==> src/rtl/seq_divider.sv <==
// seq_divider: sequential restoring divider, one quotient bit per clock.
// q = dividend / divisor, r = dividend % divisor, using a start/done handshake.
// A divisor of zero skips iteration: quotient all-ones, remainder = dividend.
// Optional feature macro: SEQ_DIVIDER_SIGNED_EN selects two's complement operands.
// Left undefined, operands and results are unsigned.
module seq_divider #(
   parameter int N = 4
) (
   input  logic         clk,
   input  logic         rst_n,
   input  logic         start,
   input  logic [N-1:0] dividend,
   input  logic [N-1:0] divisor,
   output logic         busy,
   output logic         done,
   output logic [N-1:0] quotient,
   output logic [N-1:0] remainder,
   output logic         div_by_zero
);

   localparam int CW = (N > 2) ? $clog2(N) : 1;

   typedef enum logic [1:0] {
      IDLE = 2'd0,
      RUN  = 2'd1,
      DONE = 2'd2
   } state_t;

   state_t        state_q, state_d;
   // The partial remainder is always below the divisor, so N bits hold it.
   logic [N-1:0]  rem_q, rem_d;
   logic [N-1:0]  qreg_q, qreg_d;
   logic [N-1:0]  dreg_q, dreg_d;
   logic [CW-1:0] cnt_q, cnt_d;
   logic [N-1:0]  quot_q, quot_d;
   logic [N-1:0]  rmd_q, rmd_d;
   logic          dbz_q, dbz_d;

   logic [N:0]    sh;
   logic [N:0]    diff;
   logic [N-1:0]  rem_step;
   logic [N-1:0]  qreg_step;
   logic [N-1:0]  a_mag;
   logic [N-1:0]  b_mag;
   logic [N-1:0]  q_fin;
   logic [N-1:0]  r_fin;

   // Shift in the next dividend bit, then trial-subtract the divisor.
   assign sh        = {rem_q, qreg_q[N-1]};
   assign diff      = sh - {1'b0, dreg_q};
   assign rem_step  = diff[N] ? sh[N-1:0] : diff[N-1:0];
   assign qreg_step = {qreg_q[N-2:0], ~diff[N]};

`ifdef SEQ_DIVIDER_SIGNED_EN
   logic qneg_q, qneg_d;
   logic rneg_q, rneg_d;

   // Iteration works on magnitudes; signs are reapplied when results register.
   assign a_mag = dividend[N-1] ? -dividend : dividend;
   assign b_mag = divisor[N-1]  ? -divisor  : divisor;
   assign q_fin = qneg_q ? -qreg_step : qreg_step;
   assign r_fin = rneg_q ? -rem_step  : rem_step;

   // Sign flags captured with the operands on an accepted start.
   always_ff @(posedge clk or negedge rst_n) begin
      if (!rst_n) begin
         qneg_q <= 1'b0;
         rneg_q <= 1'b0;
      end else begin
         qneg_q <= qneg_d;
         rneg_q <= rneg_d;
      end
   end

   // Quotient is negative when operand signs differ; remainder follows the dividend.
   always_comb begin
      qneg_d = qneg_q;
      rneg_d = rneg_q;
      if ((state_q != RUN) && start) begin
         qneg_d = dividend[N-1] ^ divisor[N-1];
         rneg_d = dividend[N-1];
      end
   end
`else
   assign a_mag = dividend;
   assign b_mag = divisor;
   assign q_fin = qreg_step;
   assign r_fin = rem_step;
`endif

   // State, datapath and result registers.
   always_ff @(posedge clk or negedge rst_n) begin
      if (!rst_n) begin
         state_q <= IDLE;
         rem_q   <= '0;
         qreg_q  <= '0;
         dreg_q  <= '0;
         cnt_q   <= '0;
         quot_q  <= '0;
         rmd_q   <= '0;
         dbz_q   <= 1'b0;
      end else begin
         state_q <= state_d;
         rem_q   <= rem_d;
         qreg_q  <= qreg_d;
         dreg_q  <= dreg_d;
         cnt_q   <= cnt_d;
         quot_q  <= quot_d;
         rmd_q   <= rmd_d;
         dbz_q   <= dbz_d;
      end
   end

   // Next-state logic: accept start in IDLE/DONE, iterate N times in RUN.
   always_comb begin
      state_d = state_q;
      rem_d   = rem_q;
      qreg_d  = qreg_q;
      dreg_d  = dreg_q;
      cnt_d   = cnt_q;
      quot_d  = quot_q;
      rmd_d   = rmd_q;
      dbz_d   = dbz_q;
      unique case (state_q)
         IDLE, DONE: begin
            state_d = IDLE;
            if (start) begin
               dbz_d = 1'b0;
               if (divisor == '0) begin
                  state_d = DONE;
                  quot_d  = '1;
                  rmd_d   = dividend;
                  dbz_d   = 1'b1;
               end else begin
                  state_d = RUN;
                  rem_d   = '0;
                  qreg_d  = a_mag;
                  dreg_d  = b_mag;
                  cnt_d   = CW'(N - 1);
               end
            end
         end
         RUN: begin
            rem_d  = rem_step;
            qreg_d = qreg_step;
            cnt_d  = cnt_q - CW'(1);
            if (cnt_q == '0) begin
               state_d = DONE;
               quot_d  = q_fin;
               rmd_d   = r_fin;
               dbz_d   = 1'b0;
            end
         end
         default: state_d = IDLE;
      endcase
   end

   assign busy        = (state_q == RUN);
   assign done        = (state_q == DONE);
   assign quotient    = quot_q;
   assign remainder   = rmd_q;
   assign div_by_zero = dbz_q;

endmodule

==> config.mk <==
export PLATFORM = sky130hd
export DESIGN_NAME = seq_divider
export DESIGN_NICKNAME = d
export VERILOG_FILES = /design/src/rtl/seq_divider.sv
export SDC_FILE = /design/constraint.sdc
export NUM_CORES = 1
export LEC_CHECK = 0
export ABC_AREA = 1
export CORE_ASPECT_RATIO = 1.75
export CORE_UTILIZATION = 40
export DETAILED_ROUTE_END_ITERATION = 7
export GPL_ROUTABILITY_DRIVEN = 1
export PLACE_DENSITY = 0.72
export SYNTH_ARGS = -nofsm -noshare
export SYNTH_HDL_FRONTEND = slang
export SYNTH_SLANG_ARGS = --single-unit
==> constraint.sdc <==
create_clock -name clk -period 2.3 [get_ports clk]
set_clock_uncertainty 0.05 [all_clocks]
set_input_delay 0.345 -clock clk [delete_from_list [all_inputs] [get_ports clk]]
set_output_delay 0.345 -clock clk [all_outputs]
set_load 0.01 [all_outputs]
==> results of run 1 <==
power groups by stage:
| stage | combinational [µW] | clock (µW) | sequential (µW) |
|---|---|---|---|
| after detailed placement | 1340 | 0 | 758 |
| after global routing | 1520 | 290 | 765 |
| after floorplan | 919 | 0 | 762 |
| final | 1350 | 272 | 750 |
| after CTS | 1350 | 272 | 750 |
| after global placement | 1290 | 0 | 753 |
cell usage in the layout (no fill, tap or decap), types with 2 or more instances in the layout:
cell	instances
nand2_1	28
dfrtp_1	25
inv_1	24
nand3_1	22
clkdlybuf4s50_1	21
nor2_1	15
a21oi_1	6
ha_1	5
or2_1	4
o21ai_0	4
o21ai_1	4
mux2_2	3
clkbuf_8	3
inv_2	2
inv_4	2
nand2_2	2
nand3_2	2
a31oi_1	2
clkinv_1	2
sequential cells by signal, indices dropped and copies added, names as in the netlist:
signal and cells:
dreg_q 4, remainder 4, rem_q 4, qreg_q 4, div_by_zero 1, quotient 4, cnt_q 2, state_q 2
synth_stat cells, types with 2 or more instances:
| cell | number |
|---|---|
| nand2_1 | 28 |
| ha_1 | 5 |
| inv_1 | 24 |
| nor2_1 | 15 |
| inv_4 | 2 |
| nand3_1 | 22 |
| mux2_2 | 3 |
| inv_2 | 2 |
| clkinv_1 | 2 |
| o21ai_1 | 4 |
| a31oi_1 | 2 |
| nand2_2 | 2 |
| o21ai_0 | 4 |
| a21oi_1 | 6 |
| dfrtp_1 | 25 |
| nand3_2 | 2 |
| or2_1 | 4 |
layer usage:
layer	wire [µm]	track usage [%]	vias up
li1	-	-	559
met5	0	0	-
met4	77	9.71	0
met1	1150	21.2	552
met3	67	1.59	9
met2	1660	32.7	28
kinds of logic after synthesis:
family | share of synthesized area, %
adder cells (fa/ha/maj) | 6.14
multiplexers | 2.51
buffers and inverters | 9.67
flip-flops | 46.5
AO/OA/AOI/OAI | 7.72
AND/OR/NAND/NOR | 26.8
XOR/XNOR | 0.651
final timing paths:
| kind | from | to | slack [ns] |
|---|---|---|---|
| worst max-delay path | state_q[0] | busy | 0.34 |
| max in group asynchronous | rst_n | qreg_q[3] | 1.58 |
| min in group clk | dreg_q[3] | dreg_q[3] | 0.48 |
| worst min-delay path | rst_n | quotient[0] | 0.37 |
| worst max register to register | qreg_q[3] | remainder[1] | 0.36 |
| worst min register to register | dreg_q[3] | dreg_q[3] | 0.48 |
worst max-delay path, stage by stage (launching register included):
cell,delay (ns)
dfrtp_1,0.39
inv_2,0.10
nor2_8,0.22
clkdlybuf4s50_1,0.58
final cells by class:
type / instances / area [µm²] / area share, %
clock inverters: 1 / 5.00 / 0.303
multi-input cells: 104 / 589 / 35.7
well taps: 43 / 53.8 / 3.26
flip-flops and latches: 25 / 626 / 37.9
repair buffers: 22 / 218 / 13.2
clock buffers: 3 / 41.3 / 2.50
inverters: 30 / 118 / 7.13
metrics by stage:
step / hold WS (ns) / worst slack (ns) / power, µW / util (%) / std cells
after detailed placement: 0.465 / 0.291 / 2100 / 50.5 / 224
after global routing: 0.396 / 0.197 / 2570 / 52.0 / 228
final: 0.371 / 0.337 / 2370 / 52.0 / 228
after floorplan: -0.000591 / 0.598 / 1680 / - / 161
after global placement: 0.448 / 0.318 / 2040 / 50.5 / 224
after CTS: 0.387 / 0.334 / 2370 / 52.0 / 228
==> reports/results.ini, run 1 <==
[logic_synthesis]
synth_fp_nets=178
syn_area_per_cell_um2=8.35
yosysWarnings=0
synthTopCellsByArea=dfrtp_1 (47%), nand3_1 (8.2%), nand2_1 (7.8%)
synth_cells=161
synth_ff_type=dfrtp_1
synth-edff-count=0
synth_area_leader_cell=dfrtp_1
syn_area_mm2=0.00135
async_reset_ff_share_pct=100
synth-seq-cells=25
ys_seq_area_share_pct=46.5
synth_cell_types=26
synth.top_cell.area_share_pct=46.5

[die]
core-area_mm2=0.00318
fp.dieH_um=78.7
io_pins=22
fp.dieW_um=45.8
std_cell_rows=27
dieArea_mm2=0.00361
start_util_pct=42.4

[status]
run_status=finished clean

[placement]
gp_congestion=0.852
io_buffers=21
dp_hpwl_mm=2.30
postPlaceCellArea_mm2=0.00160

[setup_path]
crit_type=flop to output port
ff2ff_path_depth=11
cp_max_fo=15
end_kind=output port
cp-start-kind=flop
required_ns=1.90
worst_ep_arrival_time_ns=1.57

[clock_network]
numCtsBuffers=3
post_cts_resized=0
clk_path_buf_depth=2
numClockSinks=25
post-cts-setup-buffers=0
clk_pin_slew_ns=0.09
cts_tree=done
htreeDepth=1
clock_latency_ns=0.28
cts_root_buf=clkbuf_8
postCtsHoldBufs=0

[finish]
nets=203
final_area_mm2=0.00165
syn2layout_area_growth_pct=22.7
num_antenna_cells=0
nFillCells=326
drive_gt1_share_pct=9.73

[pwr]
irDropWorstVdd_uv=783
p_int_uw=1300
seq_power_share_pct=31.7
power.density_mw_per_mm2=1430
combinationalPowerShare_pct=56.9
p_clk_share_pct=11.5
p_leak_uw=0.000824
p_sw_uw=1070
switching_share_pct=45.1

[drt]
wl_per_cell_um=13.0
vias=1148
first_iter_violations=48
wirelength_mm=2.96
drt-pass1-iter-count=4
drc=0
ant_nets=0
vias_per_cell=5.04

[global_routing]
first_global_vias=1168
gr-total-overflow=0
grt_pass1_wl_mm=4.97
antenna_found_initial=0
grt_max_degree=26
grt.total_usage_pct=18.7

[timing]
rsz0062_at_grt=no
maxSlewViolCount=0
tightestPinTransition_ns=0.378
fin_crit_sh_pct=85.3
finalHoldViolations=0
max_slew_margin_pct=74.7
setup_viol_count_final=0
tns_ns=0
max_freq_mhz=509
fin_crit_ns=1.96

[flow_run]
drv_cap=0

[worst_hold_path]
hp-class=input port to async pin

Note: power is estimated with default switching activity, not from simulation.
==> run 2: changes to the inputs <==
- RECOVER_POWER: unset -> 100
- SKIP_LAST_GASP: unset -> 1
==> run 2 against run 1 <==
  * Sequential share of layout area up 0.38 points
  * Global-route usage unchanged
  * Maximum frequency down 3.5%
  * Largest power group unchanged
  * Setup slack worse by 0.072 ns
  * Die area unchanged
  * Worst hold slack better by 0.11 ns
  * Sequential power down 0.7%
  * Non-clock buffer count unchanged
  * Core utilization down 0.51 points
  * Flip-flop and latch count unchanged
==> reports/results.ini, run 2 (same netlist as run 1, synthesis figures left out) <==
[global_routing]
grt_use_met3_pct=1.59  ; unchanged
busiest_layer=met2
first_global_vias=1168  ; unchanged
grt_pass1_wl_mm=4.97  ; unchanged
gr-total-overflow=0  ; unchanged
grt.met2_usage_pct=32.7  ; unchanged
antenna_found_initial=0  ; unchanged
grt_use_met1_pct=21.2  ; unchanged
grt.total_usage_pct=18.7  ; unchanged
grt_max_degree=26  ; unchanged

[pwr]
p_leak_uw=0.000807  ; -2.0%
combinationalPowerShare_pct=56.0  ; -0.9 points
irDropWorstVdd_uv=770  ; -1.6%
p_sw_uw=1050  ; -2.0%
p_clk_share_pct=11.7  ; +0.2 points
switching_share_pct=45.4  ; +0.32 points
power.density_mw_per_mm2=1410  ; -1.8%
seq_power_share_pct=32.3  ; +0.6 points
p_int_uw=1260  ; -3.3%

[clock_network]
clock_latency_ns=0.27  ; about the same
clk_pin_slew_ns=0.09  ; about the same
htreeDepth=1  ; unchanged
numClockSinks=25  ; unchanged
post_cts_resized=0  ; unchanged
clk_path_buf_depth=2  ; unchanged
numCtsBuffers=3  ; unchanged
post-cts-setup-buffers=0  ; unchanged
cts_tree=done
postCtsHoldBufs=0  ; unchanged
cts_root_buf=clkbuf_8

[placement]
place_inst=224  ; unchanged
gp_congestion=0.852  ; unchanged
io_buffers=21  ; unchanged
dp_hpwl_mm=2.30  ; unchanged

[finish]
layout_commonest_cell=nand2_1
nets=203  ; unchanged
final_cell_mix=nand2_1 (28), inv_1 (25), dfrtp_1 (25)
syn2layout_area_growth_pct=21.5
multi_input_area_um2=579  ; -1.7%
nFillCells=330  ; +1.2%
regArea_um2=626  ; unchanged
num_antenna_cells=0  ; unchanged
final_cell_count_no_fill=228  ; unchanged
drive_gt1_share_pct=7.57  ; -2.2 points

[drt]
drt-pass1-iter-count=4  ; unchanged
vias_per_cell=4.99  ; -0.87%
ant_nets=0  ; unchanged
first_iter_violations=48  ; unchanged
vias=1138  ; -0.87%
drc=0  ; unchanged
wirelength_mm=2.97  ; +0.44%
wl_per_cell_um=13.0  ; +0.44%

[worst_hold_path]
hp-class=flop to flop
min_from=dreg_q[3]

[timing]
tns_ns=0  ; unchanged
rsz0062_at_grt=no
max_slew_margin_pct=8.48  ; -66 points
fin_crit_ns=2.03  ; +0.0720 ns
max_freq_mhz=491  ; -3.5%
tightestPinTransition_ns=1.37  ; +0.995 ns
setup_viol_count_final=0  ; unchanged
fin_crit_sh_pct=88.5  ; +3.1 points
maxSlewViolCount=0  ; unchanged
finalHoldViolations=0  ; unchanged

[setup_path]
endpoint=busy
worst_ep_arrival_time_ns=1.64  ; +0.07 ns
crit_type=flop to output port
rr_endpoint=remainder[1]
r2r_slack_ns=0.28  ; -0.08 ns
cp_max_fo=15  ; unchanged
crit_start=state_q[0]
ff2ff_path_depth=9  ; -2
required_ns=1.90  ; about the same
r2r_start=state_q[0]
end_kind=output port
cp-start-kind=flop

[die]
dieArea_mm2=0.00361  ; unchanged
start_util_pct=42.4  ; unchanged
core-area_mm2=0.00318  ; unchanged
fp.dieH_um=78.7  ; unchanged
io_pins=22  ; unchanged
fp.dieW_um=45.8  ; unchanged
std_cell_rows=27  ; unchanged

[status]
run_status=finished clean

[flow_run]
drv_cap=0  ; unchanged

run 2: area by class of cell:
cell class	count	area share (%)
clock buffer	3	2.53
sequential	25	38.3
tap	43	3.29
timing repair buffer	22	13.1
clock inverter	1	0.306
inverter	30	7.04
multi-input combinational	104	35.5
run 2: worst min-delay path by stage:
| stage | to | cells after the start |
|---|---|---|
| 3_5_place_dp | dreg_q[3] | 1 |
| 6_report | dreg_q[3] | 1 |
| 5_1_grt | dreg_q[3] | 1 |
| 4_1_cts | dreg_q[2] | 2 |
| 2_1_floorplan | cnt_q[0] | 0 |
| 3_3_place_gp | dreg_q[3] | 1 |
run 2: worst max-delay path, cell delays in order (launching register included):
cell,delay (ns)
dfrtp_1,0.37
inv_1,0.13
nor2_8,0.22
dlygate4sd3_1,0.64
run 2: layer usage:
metal | wire, µm | share of wire [%]
met4 | 63 | 2.1
met2 | 1710 | 57
met5 | 0 | 0
met3 | 72 | 2.4
met1 | 1130 | 38
run 2: per-stage QoR:
| stage | setup WS [ns] | power (µW) | hold WS (ns) | util [%] | cell area [µm²] |
|---|---|---|---|---|---|
| floorplan | 0.598 | 1680 | -0.000591 | - | 1350 |
| global placement | 0.318 | 2040 | 0.448 | 50.5 | 1600 |
| detailed placement | 0.291 | 2100 | 0.465 | 50.5 | 1600 |
| CTS | 0.334 | 2370 | 0.387 | 52.0 | 1650 |
| global route | 0.127 | 2510 | 0.498 | 51.5 | 1630 |
| finish | 0.265 | 2300 | 0.479 | 51.5 | 1630 |
run 2: power by group through the flow:
stage               clock network, µW  registers [µW]  logic [µW]
global route                      290             760        1460
detailed placement                  0             758        1340
global placement                    0             753        1290
CTS                               272             750        1350
finish                            269             745        1290
floorplan                           0             762         919
==> run 3: changes to the inputs <==
- ABC_AREA: 1 -> unset
==> run 3 against run 2 <==
  * Worst hold slack worse by 0.047 ns
  * Largest power group unchanged
  * Cell count down 10%
  * Critical path type is now flop to flop
  * Flip-flop and latch count unchanged
==> reports/results.ini, run 3 <==
[global_routing]
first_global_vias=1076  ; -7.9%
grt_max_degree=26  ; unchanged
antenna_found_initial=0  ; unchanged
gr-total-overflow=0  ; unchanged
grt.total_usage_pct=18.6  ; -0.032 points
grt_pass1_wl_mm=4.80  ; -3.5%

[drt]
wirelength_mm=2.84  ; -4.2%
drt-pass1-iter-count=4  ; unchanged
drc=0  ; unchanged
vias=1067  ; -6.2%
wl_per_cell_um=13.9  ; +6.5%
vias_per_cell=5.20  ; +4.3%
ant_nets=0  ; unchanged
first_iter_violations=28  ; -42%

[timing]
rsz0062_at_grt=no
maxSlewViolCount=0  ; unchanged
timing.hold.ws_ns=0.432  ; -0.0475 ns
fin_crit_sh_pct=93.9  ; +5.4 points
max_freq_mhz=463  ; -5.8%
fin_crit_ns=2.16  ; +0.125 ns
tightestPinTransition_ns=1.33  ; -0.0380 ns
max_slew_margin_pct=11.0  ; +2.5 points
tns_ns=0  ; unchanged
finalHoldViolations=0  ; unchanged
setup_viol_count_final=0  ; unchanged

[clock_network]
postCtsHoldBufs=0  ; unchanged
clock_latency_ns=0.27  ; about the same
htreeDepth=1  ; unchanged
numCtsBuffers=3  ; unchanged
post-cts-setup-buffers=0  ; unchanged
clk_pin_slew_ns=0.08  ; about the same
clk_path_buf_depth=2  ; unchanged
numClockSinks=25  ; unchanged
cts_root_buf=clkbuf_8
post_cts_resized=0  ; unchanged
cts_tree=done

[logic_synthesis]
synthTopCellsByArea=dfrtp_1 (47%), nand2_1 (6.8%), ha_1 (4.7%)
syn_area_mm2=0.00133  ; -0.93%
synth.top_cell.area_share_pct=46.9  ; +0.44 points
synth-seq-cells=25  ; unchanged
ys_seq_area_share_pct=46.9  ; +0.44 points
synth_fp_nets=156  ; -12%
synth-edff-count=0  ; unchanged
syn_area_per_cell_um2=9.59  ; +15%
synth_cell_types=37  ; +42%
synth_area_leader_cell=dfrtp_1
yosysWarnings=0  ; unchanged
synthTopCellsByCount=dfrtp_1 (25), nand2_1 (24), nor2_1 (12)
synth_ff_type=dfrtp_1
yosysMostFrequentCell=dfrtp_1
synth_cells=139  ; -14%
async_reset_ff_share_pct=100  ; unchanged

[finish]
num_antenna_cells=0  ; unchanged
drive_gt1_share_pct=9.26  ; +1.7 points
layout_commonest_cell=dfrtp_1
nFillCells=307  ; -7.0%
syn2layout_area_growth_pct=20.4
final_cell_mix=dfrtp_1 (25), nand2_1 (24), nor2_1 (12)
nets=180  ; -11%
post-route-util_pct=50.5  ; -0.95 points

[setup_path]
crit_chain=inv_1 -> ha_1 -> inv_1 -> fa_1 -> nand3_2 -> a21oi_1 -> or3_1 -> a31oi_2
crit_buf_inv=2  ; unchanged
max_stage_delay_ns=0.44  ; -0.20 ns
cp_common_cell=inv_1
cp-start-kind=flop
crit_path_top_delay_cell=or3_1
crit_family=adder cells
required_ns=2.44  ; +0.54 ns
crit_type=flop to flop
end_kind=flop
worst_ep_arrival_time_ns=2.30  ; +0.66 ns
cp_max_fo=5  ; -10

[die]
std_cell_rows=27  ; unchanged
core-area_mm2=0.00318  ; unchanged
fp.dieH_um=78.4  ; -0.45%
start_util_pct=42.0  ; -0.39 points
fp.dieW_um=45.6  ; -0.45%
io_pins=22  ; unchanged
dieArea_mm2=0.00358  ; -0.90%

[pwr]
p_leak_uw=0.000693  ; -14%
irDropWorstVdd_uv=877  ; +14%
power.density_mw_per_mm2=1560  ; +11%

[flow_run]
drv_cap=0  ; unchanged

[placement]
io_buffers=21  ; unchanged
gp_congestion=0.840  ; -1.4%
dp_hpwl_mm=2.23  ; -3.2%

[worst_hold_path]
hp-class=flop to flop

[status]
run_status=finished clean

run 3: report_power, final:
part	leakage, µW	internal (µW)	switching (µW)	total, µW
clock	0.0000255	121	136	258
sequential	0.000292	655	137	792
combinational	0.000376	646	814	1460
total	0.000693	1420	1090	2510
run 3: cell families (layout without fill, tap and decap cells):
kind of cell	count (synthesis)	after routing	synth area share, %
buf+inv	14	37	4.79
compound gates	35	35	19.3
fa+ha+maj	6	6	6.20
simple gates	56	56	20.7
flops	25	25	46.9
mux	1	1	0.751
xor+xnor	2	2	1.31
run 3: final timing paths:
kind / start / end / slack, ns / cells after the start
worst max-delay path: qreg_q[3] / rem_q[3] / 0.14 / 8
worst min register to register: cnt_q[0] / cnt_q[0] / 0.43 / 1
max in group asynchronous: rst_n / dreg_q[2] / 0.58 / 2
worst max register to register: qreg_q[3] / rem_q[3] / 0.14 / 8
min in group asynchronous: rst_n / quotient[0] / 0.84 / 2
worst min-delay path: cnt_q[0] / cnt_q[0] / 0.43 / 1
run 3: cell type report:
class	instances	area, µm²	area share, %
clock buffers	3	41.3	2.57
clock inverters	1	5.00	0.312
inverters	9	33.8	2.11
multi-input cells	100	616	38.4
flip-flops and latches	25	626	39.0
well taps	43	53.8	3.35
repair buffers	24	229	14.3
run 3: layer usage:
metal | GRT usage, % | vias up | part of all wire [%]
met2 | 32.1 | 12 | 55
met1 | 22.4 | 521 | 42
met4 | 7.27 | 0 | 1.7
met3 | 2.07 | 5 | 1.5
met5 | 0 | - | 0
li1 | - | 529 | -
run 3: stage by stage:
step	setup slack, ns	cells	instance area, µm²	total power, µW
final	0.140	205	1600	2510
after global routing	0.0242	205	1600	2740
after CTS	0.162	205	1640	2640
after detailed placement	0.181	201	1590	2370
after global placement	0.226	201	1590	2300
after floorplan	0.319	139	1330	1920
run 3: worst register-to-register path: cells and delay by family (launching register included):
family / cells / cell delay, ns
AOI/OAI and AO/OA: 2 / 0.30
buffers and inverters: 2 / 0.17
adders and majority gates: 2 / 0.62
and+or+nand+nor: 2 / 0.57
DFF: 1 / 0.39
==> edit (settings of run 2) <==
Add a define of `SEQ_DIVIDER_SIGNED_EN`.
--- a/src/rtl/seq_divider.sv
+++ b/src/rtl/seq_divider.sv
@@ -4,4 +4,6 @@
 // Optional feature macro: SEQ_DIVIDER_SIGNED_EN selects two's complement operands.
 // Left undefined, operands and results are unsigned.
+`define SEQ_DIVIDER_SIGNED_EN
+
 module seq_divider #(
    parameter int N = 4
Function: changed (a bounded check fails within 10 cycles, from zero or initial values and one cycle with rst_n low).
==> edit against run 2 <==
- worst hold slack got worse by 0.048 ns
- fmax decreased by 3.9%
- synthesized cell count increased by 29%
- setup slack got worse by 0.083 ns
- largest power group unchanged
- routed wire length increased by 32%
- sequential cell count increased by 2
- clock power increased by 6%
- cell area increased by 24%
- area after synthesis increased by 26%
- critical path type is now in -> reg
- sequential share of layout area decreased by 5.0 points
- count of clock-buffer cells in the layout unchanged
- global-route usage increased by 0.99 points
- power increased by 45%
==> edit: results (changes against run 2) <==
post-synthesis sequential area ratio=0.3982 (-0.06689); Min Hold Slack=0.4315 ns (-0.04761 ns); CP Data Arrival Time=2.30 ns (+0.66 ns); count of multi-input gates=143 (+38%); Cell variety after synth=35 (+35%); Inverters=35 (+17%); P&R area growth vs syn=19.54%; crit-path max FO=6 (-9); Synth area leaders=dfrtp_1 40%, nand2_1 7.7%, inv_1 6.9%; largest net degree at the start of global routing=28 (+7.7%); Leak=0.9691 nW (+20%); GPL Wtd Cong=0.9159 (+7.5%); XOR/XNOR Fraction of Synth Area=0.01549 (+0.008975); dpl cells=279 (+25%); HPWL after DPL=3141 microns (+36%); post-synthesis compound-gate area fraction=0.1342 (+0.05701); Worst Setup EP=quotient[3]$_DFFE_PN0P_; Hold Path Stages=2 (+1); status=finished clean; FF-to-FF End=quotient[1]$_DFFE_PN0P_; Slew headroom=0.01351 (-0.07130); average cell area after synthesis=8.196 sq um (-1.9%); Synth Area in Adders=0.07080 (+0.009401); Reg2Reg Depth=11 (+2); via-per-instance ratio=5.151 (+3.2%); FFs & Latches=27 (+8.0%); PnR worst setup slack=0.1820 ns (-0.08306 ns); layout cells sized above 1=0.1483 (+0.07263); Synth top cells by count=35 x nand2_1, 31 x inv_1, 27 x dfrtp_1; Nets=257 (+27%); total global-route track usage=0.1964 (+0.009875); utilization after layout=0.4933 (-0.02127); Worst Hold End=remainder[1]$_DFFE_PN0P_; mean routed wirelength per cell=13.76 microns (+5.7%); area of the multi-input gates=860.8 sq um (+49%); Filler Cell Count=435 (+32%); RR Startpoint=qreg_q[3]$_DFFE_PN0P_; post-synthesis mux area share=0 (-0.02512); min-delay src=remainder[1]$_DFFE_PN0P_; Crit. Startpoint=divisor[1]; buffering overhead=0.1203 (-0.01064); Pwr per Cell Area=1645 nW/um^2 (+17%); Place WS=0.08267 ns (-0.2078 ns); vias in the first global route=1455 (+25%)
[edit: cell types whose count changed in the layout (fill, tap and decap cells not counted), sizes merged, moves of 3 or more]
cell,before,now
mux2,3,0
buf,0,3
nand2,31,45
ha,5,8
or2,4,0
a21oi,6,10
nor2,16,23
clkinv,3,0
nand3,24,20
inv,26,36
o21ai,8,19
[edit: power breakdown]
part           total (W)  internal [W]  switching, W
logic            0.00222      0.000848       0.00137
registers       0.000835      0.000699      0.000136
clock network   0.000286      0.000127      0.000158
total            0.00334       0.00167       0.00166
[edit: per-layer routing]
| metal | vias up | wire length, microns | global-route usage | part of all wire |
|---|---|---|---|---|
| li1 | 737 | - | - | - |
| met1 | 694 | 1506 | 0.2168 | 0.38 |
| met2 | 24 | 2240 | 0.3744 | 0.57 |
| met3 | 13 | 51 | 0.01215 | 0.013 |
| met4 | 0 | 122 | 0.08600 | 0.031 |
| met5 | - | 0 | 0 | 0 |
